--- src/rtl/alu_share_arbiter.sv ---
// Time-shares one combinational ALU between two valid/ready requesters.
// Each operation is accepted, executed and responded in three registered steps.
module alu_share_arbiter #(
  parameter int WORD_W    = 32,
  parameter int OP_W      = 4,
  parameter int PRIO_MODE = 0,
  parameter int CNT_W     = 16
) (
  input  logic              CLK,
  input  logic              RST,
  input  logic              req0_valid,
  output logic              req0_ready,
  input  logic [WORD_W-1:0] req0_a,
  input  logic [WORD_W-1:0] req0_b,
  input  logic [OP_W-1:0]   req0_op,
  input  logic              req1_valid,
  output logic              req1_ready,
  input  logic [WORD_W-1:0] req1_a,
  input  logic [WORD_W-1:0] req1_b,
  input  logic [OP_W-1:0]   req1_op,
  output logic              rsp_valid,
  input  logic              rsp_ready,
  output logic              rsp_id,
  output logic [WORD_W-1:0] rsp_data,
  output logic [2:0]        rsp_flags,
  output logic [WORD_W-1:0] alu_portA,
  output logic [WORD_W-1:0] alu_portB,
  output logic [OP_W-1:0]   alu_aluop,
  input  logic [WORD_W-1:0] alu_outPort,
  input  logic              alu_negative,
  input  logic              alu_overflow,
  input  logic              alu_zero,
  output logic [CNT_W-1:0]  done_cnt0,
  output logic [CNT_W-1:0]  done_cnt1
);

  typedef enum logic [1:0] {IDLE, EXEC, RESP} state_t;

  state_t state_q, state_d;
  logic   grant_sel;
  logic   accept;
  logic   drain;
  logic   last_grant;
  logic   owner_p0;

  // Arbitration: last_grant resets to 1 so requester 0 wins the first tie.
  always_comb begin
    grant_sel = req1_valid;
    if (req0_valid && req1_valid) begin
      grant_sel = (PRIO_MODE != 0) ? 1'b0 : ~last_grant;
    end
    req0_ready = (state_q == IDLE) && req0_valid && !grant_sel;
    req1_ready = (state_q == IDLE) && req1_valid && grant_sel;
    accept     = req0_ready || req1_ready;
    drain      = (state_q == RESP) && rsp_valid && rsp_ready;
  end

  always_comb begin
    state_d = state_q;
    case (state_q)
      IDLE:    if (accept) state_d = EXEC;
      EXEC:    state_d = RESP;
      RESP:    if (drain) state_d = IDLE;
      default: state_d = IDLE;
    endcase
  end

  always_ff @(posedge CLK or posedge RST) begin
    if (RST) state_q <= IDLE;
    else     state_q <= state_d;
  end

  // Stage p0: operands latched into the ALU input registers on accept.
  always_ff @(posedge CLK or posedge RST) begin
    if (RST) begin
      alu_portA  <= '0;
      alu_portB  <= '0;
      alu_aluop  <= '0;
      owner_p0   <= 1'b0;
      last_grant <= 1'b1;
    end else if (accept) begin
      alu_portA  <= grant_sel ? req1_a  : req0_a;
      alu_portB  <= grant_sel ? req1_b  : req0_b;
      alu_aluop  <= grant_sel ? req1_op : req0_op;
      owner_p0   <= grant_sel;
      last_grant <= grant_sel;
    end
  end

  // Stage p1: ALU result captured; held stable while the consumer stalls.
  always_ff @(posedge CLK or posedge RST) begin
    if (RST) begin
      rsp_data  <= '0;
      rsp_flags <= '0;
      rsp_id    <= 1'b0;
      rsp_valid <= 1'b0;
    end else if (state_q == EXEC) begin
      rsp_data  <= alu_outPort;
      rsp_flags <= {alu_negative, alu_overflow, alu_zero};
      rsp_id    <= owner_p0;
      rsp_valid <= 1'b1;
    end else if (drain) begin
      rsp_valid <= 1'b0;
    end
  end

  always_ff @(posedge CLK or posedge RST) begin
    if (RST) begin
      done_cnt0 <= '0;
      done_cnt1 <= '0;
    end else if (drain) begin
      if (rsp_id) done_cnt1 <= done_cnt1 + CNT_W'(1);
      else        done_cnt0 <= done_cnt0 + CNT_W'(1);
    end
  end

endmodule

--- config.mk ---
export PLATFORM = sky130hd
export DESIGN_NAME = alu_share_arbiter
export DESIGN_NICKNAME = d
export VERILOG_FILES = /design/src/rtl/alu_share_arbiter.sv
export SDC_FILE = /design/constraint.sdc
export NUM_CORES = 1
export LEC_CHECK = 0
export CAP_MARGIN = 10
export CORE_MARGIN = 2
export CORE_UTILIZATION = 40
export CTS_CLUSTER_SIZE = 28
export DETAILED_ROUTE_END_ITERATION = 8
export GPL_ROUTABILITY_DRIVEN = 0
export PLACE_DENSITY = 0.81
export RECOVER_POWER = 25
export SLEW_MARGIN = 20
export SYNTH_ARGS = -nofsm -noshare
export SYNTH_HDL_FRONTEND = slang
export SYNTH_SLANG_ARGS = --single-unit
--- constraint.sdc ---
create_clock -name CLK -period 5.9 [get_ports CLK]
set_clock_uncertainty 0.15 [all_clocks]
set_input_delay 0.59 -clock CLK [delete_from_list [all_inputs] [get_ports CLK]]
set_output_delay 0.59 -clock CLK [all_outputs]
set_load 0.01 [all_outputs]
Word-level counts from Yosys, hierarchy flattened
Cells that the tools add are included.
{ "word_totals": {"regBits": 141, "latchBits": 0, "ram_bits": 0, "rom_bits": 0, "input_bits": 176, "out_inout_bits": 139, "word_cells": 43, "n_memories": 0} }
{ "classes": {"addsub": 2, "multipliers": 0, "n_div": 0, "order_cmp": 0, "eq_ne": 4, "shift": 0, "n_mux": 9, "bitwise": 2, "reduce_logical": 14} }
{ "ops": {"columns": ["cell", "count"], "rows": [
  ["$mux 32", 2],
  ["$add 16x1->16 const B", 2],
  ["$logic_and 1x1->1", 7],
  ["$pmux 2 s3", 1],
  ["$reduce_and 2->1", 3],
  ["$mux 2", 2],
  ["$mux 4", 1],
  ["$ne 2x2->1 const B", 2],
  ["$mux 1", 3],
  ["$eq 2x1->1 const B", 1],
  ["$eq 2x2->1 const B", 1],
  ["$logic_not 2->1", 1],
  ["$not 1->1", 2],
  ["$reduce_bool 2->1", 1],
  ["$logic_not 1->1", 1],
  ["$logic_or 1x1->1", 1]
]} }

Depth between registers and ports, before layout
{ "depth": {"word_depth": 7, "depth_mapped": 6, "ltp_nobuf": 5} }

Worst setup path before layout
Ideal clock, no wire load.
{ "synth_path": {"path_type": "input port to output port", "startpoint": "in req1_valid", "endpoint": "out req1_ready", "arrival_time_ns": 1.338, "required_time_ns": 5.160, "slack_ns": 3.822, "path_stages": 4, "path_buffers": 2, "cell_sequence": "a21boi_0 buf_2 buf_2 and2_1"} }
{ "synth_between": {"elab_chain_cells": 3, "elab_cells_between_ends": 4} }
{ "synth_lines": {"columns": ["element", "line_no", "text"], "rows": [
  ["start, declared", "16", "input logic req1_valid,"],
  ["$logic_and 1x1->1", "49", "if (req0_valid && req1_valid) begin"],
  ["$mux 1", "49", null],
  ["$logic_and 1x1->1 *", "53", "req1_ready = (state_q == IDLE) && req1_valid && grant_sel;"],
  ["end, declared", "17", "output logic req1_ready,"]
]} }
Every way passes the cells marked *; elsewhere a longest branch is shown, timed or not.

==> impl_metrics.tcl <==
set metrics [dict create \
    synth_flop_cell "dfrtp_1" \
    slew_viol_final 120 \
    vias 5174 \
    pwr-share-seq_pct 34.8 \
    post-place-ws_ns 2.53 \
    first_pass_iters 5 \
    yosysUniqueCellTypes 34 \
    viasPerCell 5.05 \
    r2r-start "state_q[1]$_DFFE_PP0P_" \
    slowest_delay_ns 2.04 \
    p_per_area_nw_per_um2 472 \
    period_minus_slack_ns 3.85 \
    max_freq_ghz 0.260 \
    layout-drive-gt1-share_pct 9.22 \
    p_switching_mw 1.54 \
    p_clk_share_pct 22.3 \
    cts_hold_buf 0 \
    die_width_um 128 \
    synthToLayoutAreaGrowth_pct 62.9 \
    switching_share_pct 32.8 \
    setup-tns-final_ns 0 \
    async_flop_share_pct 100 \
    synth_largest_area_cell "dfrtp_1" \
    wl_per_cell_um 17.2 \
    min_path_cells 1 \
    synth_seq_cells 141 \
    power_frac_comb_pct 42.9 \
    hold_path_end "done_cnt0[15]$_DFFE_PP0P_" \
    crit_required_ns 6.20 \
    cts_root_buf "clkbuf_16" \
    placementRows 45 \
    max-cap-violations 2 \
    finalSetupViolCount 0 \
    fin_crit_sh_pct 65.2 \
    dp_hpwl_um 13300 \
    hold_viol_final 0 \
    cts.path.max_buffers 2 \
    leakagePower_nw 4.14 \
    io_pins 315 \
    path_cells "dlygate4sd3_1 -> clkinvlp_2 -> buf_4" \
    grt_pass1_wl_um 27500 \
    detail_route.iter0.violations 219 \
    grt_max_degree 84 \
    synthesis.instances 514 \
    synthTopCellsByArea "dfrtp_1, mux2i_1, mux2_2" \
    n_fill_cell 1119 \
    slowest_stage "clkinvlp_2" \
    grt_util_all_layers_pct 21.8 \
    startpoint_type "input pin" \
    clk_pin_slew_worst_paths_ns 0.06 \
    slew_headroom_pct -144 \
    htreeDepth 4 \
    synth_most_common_cell "dfrtp_1" \
    arrival_ns 4.15 \
    cp_top_family "buffers and inverters" \
    clk_latency_ns 0.41 \
    stdcell_area_um2 9960 \
    synth_area_per_cell_um2 11.9 \
    post-cts-setup-buffer-count 0 \
    crit_path_max_fanout 83 \
    grt_pass1_vias 5438 \
    ys_top_cells_by_count "dfrtp_1, nor2_1, a21oi_1, mux2i_1, mux2_2" \
    status "finished with violations" \
    fp.dieH_um 128 \
    cts_buffers 17 \
    yosys_warnings 0 \
    core_um2 15100 \
    p_int_mw 3.16 \
    cts_tree "yes" \
    rsz0062_at_grt "no" \
    synth_top_area_share_pct 57.3 \
    multiInputGateArea_um2 2410 \
    nets 1001 \
    cts_resized 0 \
    r2r_setup_slack_ns 3.06 \
    numClockSinks 141 \
    r2r_end "rsp_flags[0]$_DFFE_PP0P_" \
    violations "capacitance limit, slew limit" \
    synth_nets 692 \
    hold_path_class "reg2reg" \
    crit_path_end_kind "asynchronous set/reset pin" \
    synth_edf_count 0 \
    grt_overflow_total 0 \
    crit_type "in2async" \
    layout_setup_ws_ns 2.05 \
    r2r.worst_path.cells 3 \
    place_area_um2 9400 \
    crit_buf_inv 3 \
    drt-total-wl_um 17600 \
    start_util_pct 40.5 \
    worst_pin_slew_ns 3.64 \
    die_area_um2 16300 \
    io_buffers 314 \
    antenna_found_initial 1 \
    synth_seq_area_share_pct 57.7 \
    hold_start "done_cnt0[15]$_DFFE_PP0P_" \
    drc 0 \
    syn-cell-area_um2 6110 \
    vdd_drop_max_v 0.000240 \
    seq_area_um2 3530 \
    ant_nets 0 \
]
[how the worst max path moves through the flow]
stage               startpoint                        to  slack, ns  cells past startpoint
finish                     RST  done_cnt0[4]$_DFFE_PP0P_       2.05                      3
global placement    req1_valid                req1_ready       2.58                      5
global route               RST  done_cnt1[3]$_DFFE_PP0P_       1.37                      3
floorplan                  RST  alu_aluop[0]$_DFFE_PP0P_       1.38                      1
CTS                 req1_valid                req1_ready       2.54                      5
detailed placement  req1_valid                req1_ready       2.53                      5
[per-layer routing]
metal	vias up	track usage [%]	share of wire [%]
met5	-	0	0
met4	0	9.70	3.2
met3	41	6.62	6.9
met2	217	38.3	53
met1	2517	24.3	37
li1	2399	-	-
[state kept, by name, indices dropped and copies added (netlist names)]
| signal | count |
|---|---|
| alu_portB | 32 |
| last_grant | 1 |
| owner_p0 | 1 |
| state_q | 2 |
| done_cnt1 | 16 |
| done_cnt0 | 16 |
| alu_aluop | 4 |
| rsp_data | 32 |
| alu_portA | 32 |
| rsp_id | 1 |
| rsp_valid | 1 |
| rsp_flags | 3 |
[cells in the final DEF (no fill, tap or decap), types with 2 or more instances in the layout]
cell type / n
xor2_1: 9
mux2i_1: 68
clkinv_2: 3
buf_4: 4
bufinv_16: 2
and3_1: 3
dfrtp_1: 140
clkdlybuf4s50_1: 312
nand4_1: 7
a21o_1: 2
mux2_2: 37
a21oi_1: 70
clkbuf_8: 4
ha_1: 2
o21ai_0: 2
nor4_4: 3
inv_1: 4
nand2_1: 12
clkbuf_1: 5
clkbuf_16: 17
dlygate4sd3_1: 2
nor2_1: 77
nand3_1: 12
xnor2_1: 21
[layout make-up]
type	count	share of cell area, %
Clock inverter	6	0.842
Sequential cell	141	35.4
Clock buffer	25	4.98
Tap cell	188	2.36
Antenna cell	1	0.0251
Inverter	5	0.201
Timing Repair Buffer	319	31.9
Multi-Input combinational cell	339	24.2
[worst reg2reg max path, delay by kind of cell (launching register included)]
kind                   cells  cell delay (ns)
multiplexers               1             0.48
flip-flops                 1             0.41
AND/OR/NAND/NOR            1             0.32
buffers and inverters      1             1.36
[through the flow]
stage / util, % / cells / total power [mW] / hold slack, ns
floorplan: - / 514 / 2.56 / 0.299
global placement: 62.3 / 992 / 3.59 / 0.305
detailed placement: 62.3 / 992 / 3.68 / 0.309
CTS: 66.1 / 1023 / 4.75 / 0.319
global route: 66.0 / 1024 / 4.97 / 0.328
finish: 66.0 / 1024 / 4.70 / 0.315
[power by group through the flow]
stage	Clock, mW	Sequential [mW]	Combinational, mW
after floorplan	0	1.78	0.784
after global placement	0	1.62	1.97
after detailed placement	0	1.65	2.03
after CTS	1.07	1.64	2.04
after global routing	1.11	1.69	2.17
final	1.05	1.63	2.02
[cell families (layout without fill, tap and decap cells)]
| kind of cell | after synthesis | after routing | synth area share, % |
|---|---|---|---|
| DFF | 141 | 141 | 57.7 |
| buffers and inverters | 34 | 355 | 2.83 |
| AOI/OAI and AO/OA | 77 | 77 | 6.49 |
| and+or+nand+nor | 125 | 125 | 10.3 |
| other | 0 | 1 | 0 |
| xor gates and xnor gates | 30 | 30 | 4.30 |
| muxes | 105 | 105 | 18.0 |
| adders and majority gates | 2 | 2 | 0.409 |
Power figures use the tool's default switching activity.
